## config.mk

```make
export PLATFORM = sky130hd
export DESIGN_NAME = data_bus_master
export DESIGN_NICKNAME = d
export VERILOG_FILES = /design/src/rtl/data_bus_master.sv
export SDC_FILE = /design/constraint.sdc
export NUM_CORES = 1
export LEC_CHECK = 0
export CORE_MARGIN = 3
export CORE_UTILIZATION = 40
export DETAILED_ROUTE_END_ITERATION = 10
export HOLD_SLACK_MARGIN = 0.03
export PLACE_DENSITY = 0.79
export SLEW_MARGIN = 10
export SYNTH_ARGS = -nofsm -noshare
export SYNTH_HDL_FRONTEND = slang
export SYNTH_SLANG_ARGS = --single-unit
```

## constraint.sdc

```tcl
create_clock -name Clock -period 2.75 [get_ports Clock]
set_input_delay 0.4125 -clock Clock [delete_from_list [all_inputs] [get_ports Clock]]
set_output_delay 0.4125 -clock Clock [all_outputs]
set_load 0.02 [all_outputs]
```

## src/rtl/data_bus_master.sv

```systemverilog
// data_bus_master
//   Bus-master front end between the pipeline memory stage and the data bus
//   decoder. Takes one load/store at a time from the pipeline, drives the bus
//   strobes/address/data (all registered) until DataDone, returns the result,
//   forces one strobe-low RECOVER cycle between transactions and aborts hung
//   transactions after TIMEOUT_CYCLES cycles in ACCESS (0 = no timeout).
//
// Ports
//   Clock, Reset            rising-edge clock, asynchronous active-low reset
//   req_valid/req_ready     pipeline request handshake
//   req_we, req_addr,       request: 1=store/0=load, address, store data
//   req_wdata
//   resp_valid, resp_rdata, one-cycle completion pulse, load data, timeout flag
//   resp_err
//   busy                    high whenever the master is not IDLE
//   ReadData, WriteData     bus read/write strobes
//   DataAddr, BusIn         bus address and write data
//   BusOut, DataDone        bus read data and completion
//   err_count               saturating count of timeouts
//   state_dbg               current FSM state (0=IDLE, 1=ACCESS, 2=RECOVER)
//
// Handshake: a request transfers on a rising edge where req_valid and
// req_ready are both high; req_* are sampled only on that edge. req_ready does
// not depend on req_valid. resp_valid is a single-cycle pulse with no
// back-pressure; resp_rdata and resp_err are meaningful only while it is high.

module data_bus_master #(
  parameter int TIMEOUT_CYCLES = 256,
  parameter int CNT_W          = 9
) (
  input  logic        Clock,
  input  logic        Reset,
  input  logic        req_valid,
  output logic        req_ready,
  input  logic        req_we,
  input  logic [15:0] req_addr,
  input  logic [15:0] req_wdata,
  output logic        resp_valid,
  output logic [15:0] resp_rdata,
  output logic        resp_err,
  output logic        busy,
  output logic        ReadData,
  output logic        WriteData,
  output logic [15:0] DataAddr,
  output logic [15:0] BusIn,
  input  logic [15:0] BusOut,
  input  logic        DataDone,
  output logic [7:0]  err_count,
  output logic [1:0]  state_dbg
);

  typedef enum logic [1:0] {
    S_IDLE    = 2'd0,
    S_ACCESS  = 2'd1,
    S_RECOVER = 2'd2
  } state_t;

  localparam bit             TO_EN     = (TIMEOUT_CYCLES != 0);
  localparam int             TO_LAST_I = TO_EN ? TIMEOUT_CYCLES - 1 : 0;
  localparam logic [CNT_W-1:0] TO_LAST = CNT_W'(TO_LAST_I);

  state_t           state_q, state_d;
  logic [CNT_W-1:0] cnt_q, cnt_d;
  logic             rd_d, wr_d, rv_d, rerr_d;
  logic [15:0]      addr_d, wdata_d, rdata_d;
  logic [7:0]       errc_d;

  logic accept, done_hit, to_hit;

  assign req_ready = (state_q != S_ACCESS);
  assign busy      = (state_q != S_IDLE);
  assign state_dbg = state_q;
  assign accept    = req_valid & req_ready;
  // DataDone outranks the timeout when both land on the same edge.
  assign done_hit  = (state_q == S_ACCESS) & DataDone;
  assign to_hit    = (state_q == S_ACCESS) & ~DataDone & TO_EN & (cnt_q == TO_LAST);

  // State register
  always_ff @(posedge Clock or negedge Reset) begin
    if (!Reset) state_q <= S_IDLE;
    else        state_q <= state_d;
  end

  // Next-state logic
  always_comb begin
    state_d = state_q;
    case (state_q)
      S_IDLE:    state_d = accept ? S_ACCESS : S_IDLE;
      S_ACCESS:  state_d = (done_hit || to_hit) ? S_RECOVER : S_ACCESS;
      S_RECOVER: state_d = accept ? S_ACCESS : S_IDLE;
      default:   state_d = S_IDLE;
    endcase
  end

  // Output logic: next values of the registered bus/response outputs.
  always_comb begin
    cnt_d   = cnt_q;
    rd_d    = ReadData;
    wr_d    = WriteData;
    addr_d  = DataAddr;
    wdata_d = BusIn;
    rv_d    = 1'b0;
    rdata_d = resp_rdata;
    rerr_d  = resp_err;
    errc_d  = err_count;
    if (accept) begin
      addr_d  = req_addr;
      wdata_d = req_wdata;
      wr_d    = req_we;
      rd_d    = ~req_we;
      cnt_d   = '0;
    end else if (state_q == S_ACCESS) begin
      if (DataDone) begin
        // ReadData is held for all of ACCESS, so it identifies a load.
        if (ReadData) rdata_d = BusOut;
        rd_d   = 1'b0;
        wr_d   = 1'b0;
        rv_d   = 1'b1;
        rerr_d = 1'b0;
      end else begin
        cnt_d = cnt_q + CNT_W'(1);
        if (to_hit) begin
          rd_d    = 1'b0;
          wr_d    = 1'b0;
          rv_d    = 1'b1;
          rerr_d  = 1'b1;
          rdata_d = '0;
          if (err_count != 8'hFF) errc_d = err_count + 8'd1;
        end
      end
    end
  end

  // Registered outputs; reset drops the strobes immediately.
  always_ff @(posedge Clock or negedge Reset) begin
    if (!Reset) begin
      cnt_q      <= '0;
      ReadData   <= 1'b0;
      WriteData  <= 1'b0;
      DataAddr   <= '0;
      BusIn      <= '0;
      resp_valid <= 1'b0;
      resp_rdata <= '0;
      resp_err   <= 1'b0;
      err_count  <= '0;
    end else begin
      cnt_q      <= cnt_d;
      ReadData   <= rd_d;
      WriteData  <= wr_d;
      DataAddr   <= addr_d;
      BusIn      <= wdata_d;
      resp_valid <= rv_d;
      resp_rdata <= rdata_d;
      resp_err   <= rerr_d;
      err_count  <= errc_d;
    end
  end

endmodule

```

=== Word level (Yosys, flattened, before mapping) ===
Index checks and enable logic that the tools add are counted.

* Add/sub/neg operators: 2
* Eq/ne operators: 7
* Multiplexer cells: 20
* Bitwise gates (word level): 7
* Reduce and logical (&&, ||, !) cells: 12

{| class="wikitable"
|+ Operators with widths
! kind !! number
|-
| 2-to-1 mux 16 bit || 3
|-
| 2-to-1 mux 9 bit || 3
|-
| 2-to-1 mux 1 bit || 12
|-
| adder 9 x 1 -> 9 bit (second input constant) || 1
|-
| == test 9 x 8 -> 1 bit (second input constant) || 1
|-
| adder 8 x 1 -> 8 bit (second input constant) || 1
|-
| inequality test 8 bit (second input constant) || 1
|-
| nonzero test 2 bit || 3
|-
| AND reduction 5 bit || 1
|-
| AND 1 bit || 4
|-
| inequality test 2 x 1 -> 1 bit (second input constant) || 2
|-
| case mux 2 bit (2 select lines) || 1
|-
| AND reduction 2 bit || 2
|-
| AND reduction 4 bit || 1
|-
| inverter 1 bit || 3
|-
| AND reduction 3 bit || 1
|-
| nonzero test 3 bit || 1
|-
| == test 2 x 1 -> 1 bit (second input constant) || 1
|-
| == test 2 bit (second input constant) || 1
|-
| logical NOT 2 bit || 1
|-
| 2-to-1 mux 2 bit || 1
|-
| inequality test 2 bit (second input constant) || 1
|-
| OR reduction 2 bit || 1
|-
| logical OR 1 bit || 1
|}

* Flip-flop bits (word level): 71
* Input bits: 53
* Output and inout bits: 64
* Word-level logic and storage cells: 58

=== Logic depth before layout (Yosys ltp) ===
Gate-level depths: netlist (run 1).

* Word-level depth: 7
* Gate-level depth with buffers: 10
* Gate-level depth less buffers: 8

=== Worst setup path before layout (run 1) ===
OpenSTA, ideal clock, no wires.

* Path kind: register to register
* Start: reg cnt_q[0]
* End: reg resp_rdata[14]
* Setup time: 0.066 ns
* Data arrival time: 1.865 ns
* Data required time: 2.684 ns
* Setup slack: 0.819 ns
* Cell stages (with the launch flop): 11
* Path buffers: 2
* Period minus slack after synthesis: 1.931 ns
* Cells stage by stage: dfrtp_1 ha_1 nand3_1 nor2_1 ha_1 clkbuf_2 nand2b_1 a21oi_2 clkbuf_1 nand3_1 nand2_1

* Word-level cells in the longest chain between the ends: 4

{| class="wikitable"
|+ RTL lines
! item !! line !! text
|-
| start: declaration || 63 || <nowiki>logic [CNT_W-1:0] cnt_q, cnt_d;</nowiki>
|-
| start signal: assignment || 147 || <nowiki>cnt_q <= cnt_d;</nowiki>
|-
| == test 9 x 8 -> 1 bit || 76 || <nowiki>assign to_hit = (state_q == S_ACCESS) & ~DataDone & TO_EN & (cnt_q == TO_LAST);</nowiki>
|-
| AND 1 bit || 76 ||
|-
| nonzero test 2 bit (no source line) || n/a ||
|-
| AND reduction 4 bit (no source line) || n/a ||
|-
| end signal: assignment || 153 || <nowiki>resp_rdata <= rdata_d;</nowiki>
|-
| end: declaration || 39 || <nowiki>output logic [15:0] resp_rdata,</nowiki>
|}

No other way between the ends.
A chain may end at the register's enable or synchronous reset.

=== Worst setup path after layout (run 1) ===
* Start: reg state_q[1], in the netlist state_dbg[1]
* End: out req_ready

* Word-level cells in the longest chain between the ends: 1

{| class="wikitable"
|+ RTL lines
! item !! line !! text
|-
| start: declaration || 62 || <nowiki>state_t state_q, state_d;</nowiki>
|-
| start signal: assignment || 81 || <nowiki>else state_q <= state_d;</nowiki>
|-
| inequality test 2 x 1 -> 1 bit || 70 || <nowiki>assign req_ready = (state_q != S_ACCESS);</nowiki>
|-
| end: declaration || 34 || <nowiki>output logic req_ready,</nowiki>
|}

No other way between the ends.

==> results of run 1 <==
power groups by stage:
stage | clock (W) | combinational (W) | sequential [W]
2_1_floorplan | 0 | 0.000275 | 0.00168
3_3_place_gp | 0 | 0.00117 | 0.00141
3_5_place_dp | 0 | 0.00119 | 0.00142
4_1_cts | 0.000843 | 0.00119 | 0.00141
5_1_grt | 0.000898 | 0.00127 | 0.00143
6_report | 0.000818 | 0.00117 | 0.00140
final cells by class:
type / count / area share
Clock buffer: 10 / 0.0312
Sequential cell: 71 / 0.403
Clock inverter: 6 / 0.0136
Multi-Input combinational cell: 225 / 0.250
Inverter: 4 / 0.00341
Timing Repair Buffer: 121 / 0.271
Tap cell: 96 / 0.0273
cell usage after synthesis:
cell type | instances | area, um^2
a21oi_2 | 1 | 8.76
or3_1 | 1 | 6.26
nand2b_1 | 3 | 18.8
buf_2 | 6 | 30.0
ha_1 | 3 | 37.5
nor3b_1 | 1 | 7.51
a31oi_1 | 1 | 6.26
nand3_4 | 1 | 17.5
mux2_2 | 2 | 22.5
o21ai_0 | 4 | 20.0
a21oi_1 | 4 | 20.0
nor2_1 | 10 | 37.5
nor3b_4 | 1 | 18.8
xnor2_1 | 5 | 43.8
xor2_1 | 2 | 17.5
nor3_1 | 6 | 30.0
a22o_1 | 1 | 8.76
and4_1 | 1 | 8.76
a21boi_0 | 1 | 7.51
mux2_1 | 1 | 11.3
or3b_1 | 1 | 8.76
nand3_1 | 23 | 115
and3_1 | 1 | 6.26
nand4_1 | 4 | 25.0
a21o_1 | 1 | 7.51
nand4b_1 | 1 | 8.76
and2b_1 | 1 | 7.51
inv_2 | 1 | 3.75
o22ai_1 | 1 | 6.26
buf_4 | 1 | 7.51
nand2_1 | 138 | 518
clkbuf_2 | 1 | 5.00
or2_2 | 1 | 6.26
clkbuf_1 | 5 | 18.8
dfrtp_1 | 71 | 1780
o2bb2ai_1 | 1 | 8.76
nor4_2 | 1 | 12.5
inv_1 | 3 | 11.3
mux2i_1 | 1 | 10.0
a41oi_1 | 1 | 8.76
sequential cells by signal, indices dropped and copies added, names as in the netlist:
name        cells
ReadData        1
resp_err        1
state_dbg       2
WriteData       1
resp_rdata     16
resp_valid      1
err_count       8
cnt_q           9
DataAddr       16
BusIn          16
placed cells by master (no fill, tap or decap), drive strengths merged, types with 4 or more instances in the layout:
| cell | instances |
|---|---|
| nand2 | 138 |
| clkdlybuf4s50 | 115 |
| dfrtp | 71 |
| nand3 | 24 |
| clkbuf | 10 |
| nor2 | 10 |
| nor3 | 6 |
| buf | 6 |
| xnor2 | 5 |
| a21oi | 5 |
| nand4 | 4 |
| o21ai | 4 |
| inv | 4 |
kinds of logic after synthesis:
kind of cell,share of synthesized area
AND/OR/NAND/NOR,0.289
flip-flops,0.602
buffers and inverters,0.0259
AO/OA/AOI/OAI,0.0348
XOR/XNOR,0.0208
multiplexers,0.0148
adder cells (fa/ha/maj),0.0127
critical path, stage by stage (launching register included):
cell and delay, ps:
dfrtp_1 440, and2b_1 270, inv_2 190, clkdlybuf4s50_1 650
through the flow:
stage                     instances  hold WS [ps]
after floorplan                 313           117
after global placement          517           451
after detailed placement        517           456
after CTS                       533           239
after global routing            533           264
final                           533           190
layer usage:
layer	wire length [um]	vias up	track usage
li1	-	1251	-
met1	3140	1174	0.237
met2	3450	82	0.283
met3	470	15	0.0509
met4	127	0	0.0668
met5	0	-	0
final timing paths:
check / depth (start not counted) / end / startpoint
min: 1 / err_count[5]$_DFFE_PN0P_ / Reset
max in group asynchronous: 1 / DataAddr[0]$_DFFE_PN0P_ / Reset
min in group Clock: 2 / resp_rdata[7]$_DFFE_PN0P_ / resp_rdata[7]$_DFFE_PN0P_
min reg2reg: 2 / resp_rdata[7]$_DFFE_PN0P_ / resp_rdata[7]$_DFFE_PN0P_
max reg2reg: 8 / resp_rdata[5]$_DFFE_PN0P_ / cnt_q[0]$_DFFE_PN0P_
max: 3 / req_ready / state_dbg[1]$_DFF_PN0_
==> impl_metrics.yaml, run 1 <==
status:
  status: "completed"
pwr:
  switchingPower_w: 0.00113
  p_clk_frac: 0.241
  powerDensity_mw_per_mm2: 771
  combPwrFrac: 0.346
  power_w: 0.00340
  power.internal_w: 0.00226
  switching_share: 0.334
  p_leak_nw: 2.06
  seq_power_share: 0.414
  ir_drop_mv: 0.464
worst_hold_path:
  hp-class: "in2async"
placed_design:
  place_ws_ps: 474
  postPlaceCellArea_mm2: 0.00421
  io_buffers: 116
  dp_hpwl_mm: 5.10
  gp_congestion: 0.841
detailed_routing:
  drc: 0
  post_drt_wl_per_cell_um: 13.5
  vias: 2522
  drtAntennaViolNets: 0
  firstDrtPassIters: 4
  vias_per_cell: 4.73
  routed_wl_mm: 7.19
  drt-initial-drc-count: 141
clock_tree:
  clk_path_buf_depth: 2
  h-tree-depth: 3
  cts_inserted_buffers: 9
  clkTransAtPathRegs_ps: 80
  cts_hold_buf: 0
  root_buffer: "clkbuf_8"
  cts_resized: 0
  cts_tree: "built"
  cts_sinks: 71
  postCtsSetupBuffers: 0
  clk_latency_ps: 330
synthesis:
  netlist_instances: 313
  syn_avg_cell_area_um2: 9.43
  yosysSeqAreaShare: 0.602
  ys_seq_elements: 71
  yosysUniqueCellTypes: 40
  syn_area_mm2: 0.00295
  syn-num-nets: 369
  ys_warn_count: 0
sta:
  fin_crit_sh: 0.831
  setup-violations-final: 0
  fmax_ghz: 0.438
  finClkSkew_ps: 7.40
  min_period_ps: 2290
  final-hold-violation-count: 0
  rsz0062_at_grt: "no"
  slew_headroom: 0.407
  fin_ws_ps: 464
  slew_violations: 0
  tns_ps: 0
  tightest_slew_ps: 890
setup_path:
  end_kind: "output port"
  cp-start-kind: "register"
  r2r_slack_ps: 500
  arrival_ps: 1870
  worstSetupPathType: "reg2out"
  required_ps: 2340
  crit_fanout: 11
global_routing:
  grt_use_total: 0.180
  grt_antenna_before_repair: 0
  grt_pass1_vias: 2602
  grt-ovfl-total: 0
  grt_pass1_wl_mm: 12.4
  grt_max_degree: 72
floorplanning:
  die-area_mm2: 0.00845
  rows: 30
  dieHeight_um: 91.9
  start_util: 0.423
  num_io_pins: 117
  core_region_area_mm2: 0.00698
  die_w_um: 91.9
layout:
  antenna_cells: 0
  seq_area_mm2: 0.00178
  drive_above_1_share: 0.0709
  fin_util: 0.631
  multi_input_area_mm2: 0.00110
  final_area_mm2: 0.00441
  fin_nets: 488
  fillers: 617
  syn2layout_area_growth_pct: 49.3
job:
  cap_violations: 0
Power figures use the tool's default switching activity.
==> inputs of run 2 (changes only) <==
==> constraint.sdc (replaced) <==
create_clock -name Clock -period 2.2 [get_ports Clock]
set_input_delay 0.33 -clock Clock [delete_from_list [all_inputs] [get_ports Clock]]
set_output_delay 0.33 -clock Clock [all_outputs]
set_load 0.02 [all_outputs]
==> run 2 against run 1 <==
  * Sequential power grew 25%
  * Via count grew 0.67%
  * Clock skew is essentially flat
  * Cell area grew 0.97%
  * Clock-buffer cell count grew 3
  * Combinational power grew 26%
  * First-iteration DRC count shrank 11%
  * Die area is the same
  * Worst hold slack lost 81 ps
==> impl_metrics.yaml, run 2 (synthesized netlist as in run 1, its figures left out) <==
status:
  status: "completed"
clock_tree:
  postCtsSetupBuffers: 0
  cts_inserted_buffers: 9
  h-tree-depth: 3
  root_buffer: "clkbuf_8"
  clk_path_buf_depth: 2
  cts_sinks: 71
  cts_tree: "built"
  clkTransAtPathRegs_ps: 70
  clk_latency_ps: 330
  cts_hold_buf: 0
placed_design:
  dp_hpwl_mm: 5.08
  dp_cells: 519
  io_buffers: 116
  gp_congestion: 0.769
setup_path:
  crit_start: "cnt_q[0]$_DFFE_PN0P_"
  crit_fanout: 16
  end_kind: "register"
  cp-start-kind: "register"
  rr_worst_depth: 8
  required_ps: 2420
  arrival_ps: 2200
  reg2reg_from: "cnt_q[0]$_DFFE_PN0P_"
  worstSetupPathType: "reg2reg"
detailed_routing:
  vias_per_cell: 4.75
  drtAntennaViolNets: 0
  vias: 2539
  firstDrtPassIters: 4
  post_drt_wl_per_cell_um: 13.5
  routed_wl_mm: 7.21
  drt-initial-drc-count: 125
  drc: 0
worst_hold_path:
  hp-class: "in2async"
layout:
  final_common_cell: "nand2_1"
  reg_top3: "BusIn x16, DataAddr x16, resp_rdata x16"
  syn2layout_area_growth_pct: 50.7
  fin_nets: 490
  antenna_cells: 0
  layout.cells.most_common_list: "nand2_1, clkdlybuf4s50_1, dfrtp_1"
  layout.cells.non_filler: 535
  drive_above_1_share: 0.0729
global_routing:
  grt-ovfl-total: 0
  grt_pass1_vias: 2589
  grt_use_total: 0.180
  grt_antenna_before_repair: 0
  grt_pass1_wl_mm: 12.4
  grt_max_degree: 72
floorplanning:
  dieHeight_um: 91.9
  start_util: 0.423
  die_w_um: 91.9
  rows: 30
  num_io_pins: 117
  core_region_area_mm2: 0.00698
  die-area_mm2: 0.00845
sta:
  final-hold-violation-count: 0
  min_period_ps: 1980
  slew_violations: 0
  fin_crit_sh: 0.901
  fmax_ghz: 0.504
  tns_ps: 0
  setup-violations-final: 0
  slew_headroom: 0.418
  tightest_slew_ps: 872
  rsz0062_at_grt: "no"
  finClkSkew_ps: 7.27
pwr:
  powerDensity_mw_per_mm2: 983
  p_leak_nw: 2.09
  ir_drop_mv: 0.540
job:
  cap_violations: 0
## run 2: changes by cell type in the layout (fill, tap and decap cells not counted)
cell             delta
buf_4               +2
bufinv_16           +1
clkbuf_1            +2
clkbuf_8            +1
clkdlybuf4s50_1     -1
clkinv_2            -2
clkinvlp_4          -2
dlygate4sd2_1       +1
ha_1                -1
ha_2                +1
## run 2: layout make-up
class	count	area [um^2]
Timing Repair Buffer	123	1210
Fill cell	584	2530
Tap cell	96	120
Clock buffer	13	159
Sequential cell	71	1780
Inverter	4	15.0
Clock inverter	3	65.1
Multi-Input combinational cell	225	1100
## run 2: worst max-delay path: stages (launching register included)
cell	delay [ps]
dfrtp_1	390
ha_1	250
nand3_1	100
nor2_1	120
ha_2	310
nand2b_1	130
a21o_1	380
nand2_1	130
nand2_1	60
## run 2: stage by stage
step / worst slack (ps) / util / area, um^2 / power (W) / hold WS, ps
after floorplan: 269 / - / 2950 / 0.00245 / 34.4
after global placement: 266 / 0.605 / 4220 / 0.00323 / 452
after detailed placement: 179 / 0.605 / 4220 / 0.00327 / 460
after CTS: 132 / 0.637 / 4450 / 0.00444 / 146
after global routing: 99.7 / 0.637 / 4450 / 0.00463 / 189
final: 217 / 0.637 / 4450 / 0.00438 / 109
## run 2: final timing paths
check,slack (ps),to
min in group Clock,470,resp_rdata[15]$_DFFE_PN0P_
worst min register to register,470,resp_rdata[15]$_DFFE_PN0P_
worst min-delay path,110,err_count[5]$_DFFE_PN0P_
worst max register to register,220,resp_rdata[1]$_DFFE_PN0P_
worst max-delay path,220,resp_rdata[1]$_DFFE_PN0P_
max in group asynchronous,1520,BusIn[9]$_DFFE_PN0P_
## run 2: timing repair
| action | in CTS | in global routing |
|---|---|---|
| gates cloned | 0 | 0 |
| gates resized for setup | 1 | 1 |
| endpoints found under the setup margin | 1 | 9 |
## run 2: power by group
group,switching [W],internal [W],leakage (nW)
Clock,0.000452,0.000700,0.114
Combinational,0.000780,0.000689,1.06
Sequential,0.000165,0.00159,0.912
## run 2: per-layer routing
| layer | wire length [um] | vias to the layer above | global-route usage | share of wire |
|---|---|---|---|---|
| li1 | - | 1252 | - | - |
| met3 | 450 | 15 | 0.0509 | 0.062 |
| met1 | 3110 | 1193 | 0.228 | 0.43 |
| met5 | 0 | - | 0 | 0 |
| met4 | 131 | 0 | 0.0718 | 0.018 |
| met2 | 3510 | 79 | 0.293 | 0.49 |
==> RTL change 1, RTL diff (settings of run 1) <==
The parameter `TIMEOUT_CYCLES` goes from 256 to 128.
--- a/src/rtl/data_bus_master.sv
+++ b/src/rtl/data_bus_master.sv
@@ -25,7 +25,7 @@
 // back-pressure; resp_rdata and resp_err are meaningful only while it is high.
 
 module data_bus_master #(
-  parameter int TIMEOUT_CYCLES = 256,
+  parameter int TIMEOUT_CYCLES = 128,
   parameter int CNT_W          = 9
 ) (
   input  logic        Clock,
Formal check against the unedited RTL: no difference found for any inputs over 10 cycles, from zero or initial values and one cycle with Reset low; that may be too few to reach the edited logic, so the function may still have changed.
==> RTL change 1 against run 1 <==
Die area fell by 1.3%; wire length down 2.4%; largest power group unchanged; clock power is 1% lower; total power grew 3.9%; setup slack improved by 110 ps; final area decreased by 0.60%; register-to-register slack improved by 180 ps; final cell count is 5.8% lower; synthesized area decreased by 1.4%; sequential cell count stayed put; sequential power grew 3%.
==> RTL change 1: results (changes against run 1) <==
* Count of routing violations after the opening detailed-route iteration at 69 (-51%)
* Placed Instance Area at 0.004190 mm² (-0.45%)
* Fillcell total at 598 (-3.1%)
* Xor/xnor cell area share of the yosys netlist at 2.108% (+0.030 points)
* Number of different library cells in the post-synthesis netlist at 38 (-5.0%)
* Share of post-route cells with drive strength above 1 at 7.635% (+0.54 points)
* Util after Layout at 63.42% (+0.31 points)
* Sequential fraction of the synthesis area at 61.08% (+0.88 points)
* Global-route track usage on met1 at 21.35% (-2.4 points)
* Transition time of the tightest slew-check pin at 587.3 ps (-302.5 ps)
* Share of total power in combinational logic at 36.5% (+1.9 points)
* Post-Syn Nets at 335 (-9.2%)
* Clock tree cell share of total cell area at 4.342% (-0.14 points)
* Multi-input combinational cell area at 0.001065 mm² (-3.3%)
* DR vias at 2443 (-3.1%)
* Worst path arrival time at 1760 ps (-110 ps)
* Worst slack at placement at 271.1 ps (-203.0 ps)
* Largest driver fanout on the critical path at 8 (-3)
* Non-clock buffer count at 122 (+0.83%)
* Area fraction in compound gates after synthesis at 9.634% (+6.2 points)
* Wire per inst at 13.99 µm (+3.7%)
* Routed length on met1 at 3016 µm (-4.1%)
* Reported combinational group power at 1.29 mW (+10%)
* Share of synthesized cell area in full adder, half adder and majority cells at 0.8602% (-0.41 points)
* Wire length on met3 at 613 µm (+30%)
* Grt met3 use at 6.545% (+1.5 points)
* Post-detail-place hpwl at 4919 µm (-3.6%)
* Worst ir drop on vdd at 0.3590 mV (-23%)
* Mean area per synthesized cell at 10.39 µm² (+10%)
* Ranking of synthesized cells by area: sky130_fd_sc_hd__dfrtp_1 61%, sky130_fd_sc_hd__nand2_1 14%, sky130_fd_sc_hd__a22o_1 5.1%, sky130_fd_sc_hd__nor2_1 1.5%, sky130_fd_sc_hd__buf_2 1.4%
* NonClk Buf Share at 27.71% (+0.56 points)
* Delay of the slowest cell on the worst path at 620 ps (-30 ps)
* Skew final at 14.37 ps (+6.971 ps)
* Number of global-route vias before repair at 2540 (-2.4%)
* Status: complete, no violations
* Portion of netlist area occupied by mux cells at 1.161% (-0.32 points)
* Wire length of the first global-routing pass at 11930 µm (-3.6%)
* Met2 WL post-DR at 3300 µm (-4.3%)
* Leakage dissipation at 2.046 nW (-0.92%)
* Net total in the final layout at 456 (-6.6%)
* Power attributed to the clock group at 0.806 mW (-1%)
* M2 GR Usage at 28.57% (+0.29 points)
* Total instance count after detailed placement at 486 (-6.0%)
* Multi-input comb cells at 193 (-14%)
* Routability congestion estimate at 0.7793 (-7.3%)
* Cell-internal power at 2.379 mW (+5.3%)
-- RTL change 1: cell count changes in the layout (fill, tap and decap cells not counted), sizes merged, moves of 3 or more --
| cell | change |
|---|---|
| nand2 | -32 |
| nand3 | -18 |
| a22o | +16 |
| nor3 | -5 |
| o31ai | +4 |
| nor2 | +3 |
| o21ai | -3 |
| o311ai | +3 |
-- RTL change 1: worst paths after layout --
check                      cells after the start                   start                   endpoint  slack, ps
max                                            4  state_dbg[0]$_DFF_PN0_                  req_ready        580
min                                            2                   Reset   err_count[7]$_DFFE_PN0P_         80
max reg2reg                                    5    cnt_q[0]$_DFFE_PN0P_  resp_rdata[8]$_DFFE_PN0P_        680
min reg2reg                                    2    BusIn[9]$_DFFE_PN0P_       BusIn[9]$_DFFE_PN0P_        480
max in group asynchronous                      2                   Reset      BusIn[14]$_DFFE_PN0P_       2360
min in group Clock                             2    BusIn[9]$_DFFE_PN0P_       BusIn[9]$_DFFE_PN0P_        480
==> RTL change 2, RTL diff (settings of run 1) <==
Made on the original files. `DataAddr` and `resp_rdata` no longer have a reset.
--- a/src/rtl/data_bus_master.sv
+++ b/src/rtl/data_bus_master.sv
@@ -137,24 +137,25 @@
       cnt_q      <= '0;
       ReadData   <= 1'b0;
       WriteData  <= 1'b0;
-      DataAddr   <= '0;
       BusIn      <= '0;
       resp_valid <= 1'b0;
-      resp_rdata <= '0;
       resp_err   <= 1'b0;
       err_count  <= '0;
     end else begin
       cnt_q      <= cnt_d;
       ReadData   <= rd_d;
       WriteData  <= wr_d;
-      DataAddr   <= addr_d;
       BusIn      <= wdata_d;
       resp_valid <= rv_d;
-      resp_rdata <= rdata_d;
       resp_err   <= rerr_d;
       err_count  <= errc_d;
     end
   end
 
+  always_ff @(posedge Clock) begin
+    DataAddr   <= addr_d;
+    resp_rdata <= rdata_d;
+  end
+
 endmodule
 
Function: changed (Yosys sat finds a counterexample within 4 cycles, from zero or initial values and one cycle with Reset low).
==> RTL change 2 against run 1 <==
Register-to-register slack gained 300 ps; setup slack worse by 51 ps; worst hold slack better by 7.2 ps; count of clock-buffer cells in the layout did not move; synthesized area fell by 5.2%; clock skew is 1.7 ps higher; sequential cell count stayed put; total power down 14%; wire length fell by 15%; final area down 2.0%; synthesized cell count is 40% lower; critical path type unchanged; critical endpoint unchanged.
==> RTL change 2: results (changes against run 1) <==
* Worst max-slew margin expressed relative to the limit at 41.02% (+0.34 points)
* Number of enable flip-flop cells after synthesis at 32 (+32)
* Pin count of the biggest net entering global routing at 40 (-44%)
* Share of post-route cells with drive strength above 1 at 14.42% (+7.3 points)
* Sequential fraction of the synthesis area at 69.23% (+9.0 points)
* Count of non-filler cells in the finished layout at 412 (-23%)
* Share of flip-flops with an asynchronous set or reset at 54.93% (-45 points)
* Top flop regs: BusIn x16, DataAddr x16, resp_rdata x16
* Reg2reg setup slack at 800 ps (+300 ps)
* Status: complete, no violations
* Number of buffers added by the clock tree synthesis step at 9 (unchanged)
* CTS Buffer Depth at 2 (unchanged)
* Wire length of the first global-routing pass at 9584 µm (-23%)
* Wire per inst at 14.76 µm (+9.4%)
* Worst ir drop on vdd at 0.4987 mV (+7.5%)
* Leakage dissipation at 1.666 nW (-19%)
* Routability congestion estimate at 0.7714 (-8.2%)
* Launch point of the critical path: state_dbg[0]$_DFF_PN0_
* Prevailing post-synth register cell: sky130_fd_sc_hd__dfrtp_1
* Antenna diode instance count at 0 (unchanged)
* DR vias at 1994 (-21%)
* Skew final at 9.085 ps (+1.686 ps)
* Total instance count after detailed placement at 396 (-23%)
* Post-detail-place hpwl at 4241 µm (-17%)
* Buffers on Ports at 116 (unchanged)
* Path class of the lowest-slack min-delay path: input port to asynchronous set/reset pin
* Placed Instance Area at 0.004085 mm² (-2.9%)
* Total number of H-tree levels at 3 (unchanged)
* Mean area per synthesized cell at 14.80 µm² (+57%)
* Post-Syn Nets at 245 (-34%)
* Leading post-synthesis cells by instance count: 39 x sky130_fd_sc_hd__dfrtp_1, 32 x sky130_fd_sc_hd__edfxtp_1, 19 x sky130_fd_sc_hd__mux2_2
* Count of routing violations after the opening detailed-route iteration at 53 (-62%)
* Largest driver fanout on the critical path at 8 (-3)
* Fillcell total at 499 (-19%)
* Ranking of synthesized cells by area: sky130_fd_sc_hd__dfrtp_1 35%, sky130_fd_sc_hd__edfxtp_1 34%, sky130_fd_sc_hd__mux2_2 7.6%, sky130_fd_sc_hd__and2_1 3.6%, sky130_fd_sc_hd__a21oi_1 2.0%
* GRT Total Usage at 15.86% (-2.1 points)
* Number of different library cells in the post-synthesis netlist at 37 (-7.5%)
* Number of search-and-repair iterations in the first detailed-routing pass at 4 (unchanged)
* Antenna Nets Post-Route at 0 (unchanged)
* Number of global-route vias before repair at 2172 (-17%)
* Worst path arrival time at 1920 ps (+50 ps)
* Net total in the final layout at 370 (-24%)
[RTL change 2: cell types whose count changed after synthesis, sizes merged, moves of 4 or more]
cell | before | now
a21oi | 5 | 11
clkbuf | 6 | 2
mux2 | 3 | 19
nand3 | 24 | 5
nor3 | 6 | 1
or4 | 0 | 4
dfrtp | 71 | 39
nand2 | 138 | 3
and2 | 0 | 16
o31ai | 0 | 4
nor2 | 10 | 6
edfxtp | 0 | 32
[RTL change 2: worst max-delay path: stages (launching register included)]
cell and delay (ps):
sky130_fd_sc_hd__dfrtp_1 410, sky130_fd_sc_hd__nor2b_1 440, sky130_fd_sc_hd__inv_2 150, sky130_fd_sc_hd__clkdlybuf4s50_1 590
[RTL change 2: path summary, 6_finish.rpt]
kind,cells after the start,end
setup / recovery,3,req_ready
setup reg to reg,7,err_count[7]$_DFFE_PN0P_
hold reg to reg,1,cnt_q[8]$_DFFE_PN0P_
max in group asynchronous,1,resp_valid$_DFF_PN0_
min in group Clock,1,cnt_q[8]$_DFFE_PN0P_
hold / removal,1,BusIn[15]$_DFFE_PN0P_
[RTL change 2: logic make-up (layout without fill, tap and decap cells)]
logic type / count (synthesis) / count (layout) / share of synthesized area (%)
compound gates: 28 / 28 / 7.290
xor+xnor: 5 / 5 / 1.566
fa+ha+maj: 3 / 3 / 1.342
buf+inv: 11 / 141 / 1.655
flops: 71 / 71 / 69.23
mux: 20 / 20 / 8.006
simple gates: 51 / 51 / 10.91
[RTL change 2: area by class of cell]
type	instances	share of cell area, %
Inverter	5	0.4344
Clock buffer	10	2.954
Timing Repair Buffer	120	27.45
Tap cell	93	2.693
Clock inverter	6	2.491
Multi-Input combinational cell	107	19.14
Sequential cell	71	44.83
[RTL change 2: through the flow]
stage	setup slack [ps]	hold WS, ps	utilization, %
after global routing	303.7	238.0	65.78
after global placement	525.8	477.3	62.20
final	413.4	197.2	65.78
after CTS	396.1	207.1	65.78
after detailed placement	476.4	474.3	62.20
after floorplan	180.4	116.9	-
[RTL change 2: report_power, final]
part	leakage (nW)	switching, mW	internal (mW)
sequential	0.802	0.0581	1.24
combinational	0.746	0.302	0.336
clock	0.118	0.380	0.602
total	1.67	0.741	2.17
[RTL change 2: routing by layer]
metal / track usage, % / share of wire, % / up-vias
li1: - / - / 948
met1: 18.42 / 41 / 954
met2: 26.26 / 47 / 82
met3: 5.931 / 10 / 10
met4: 6.901 / 1.6 / 0
met5: 0 / 0 / -
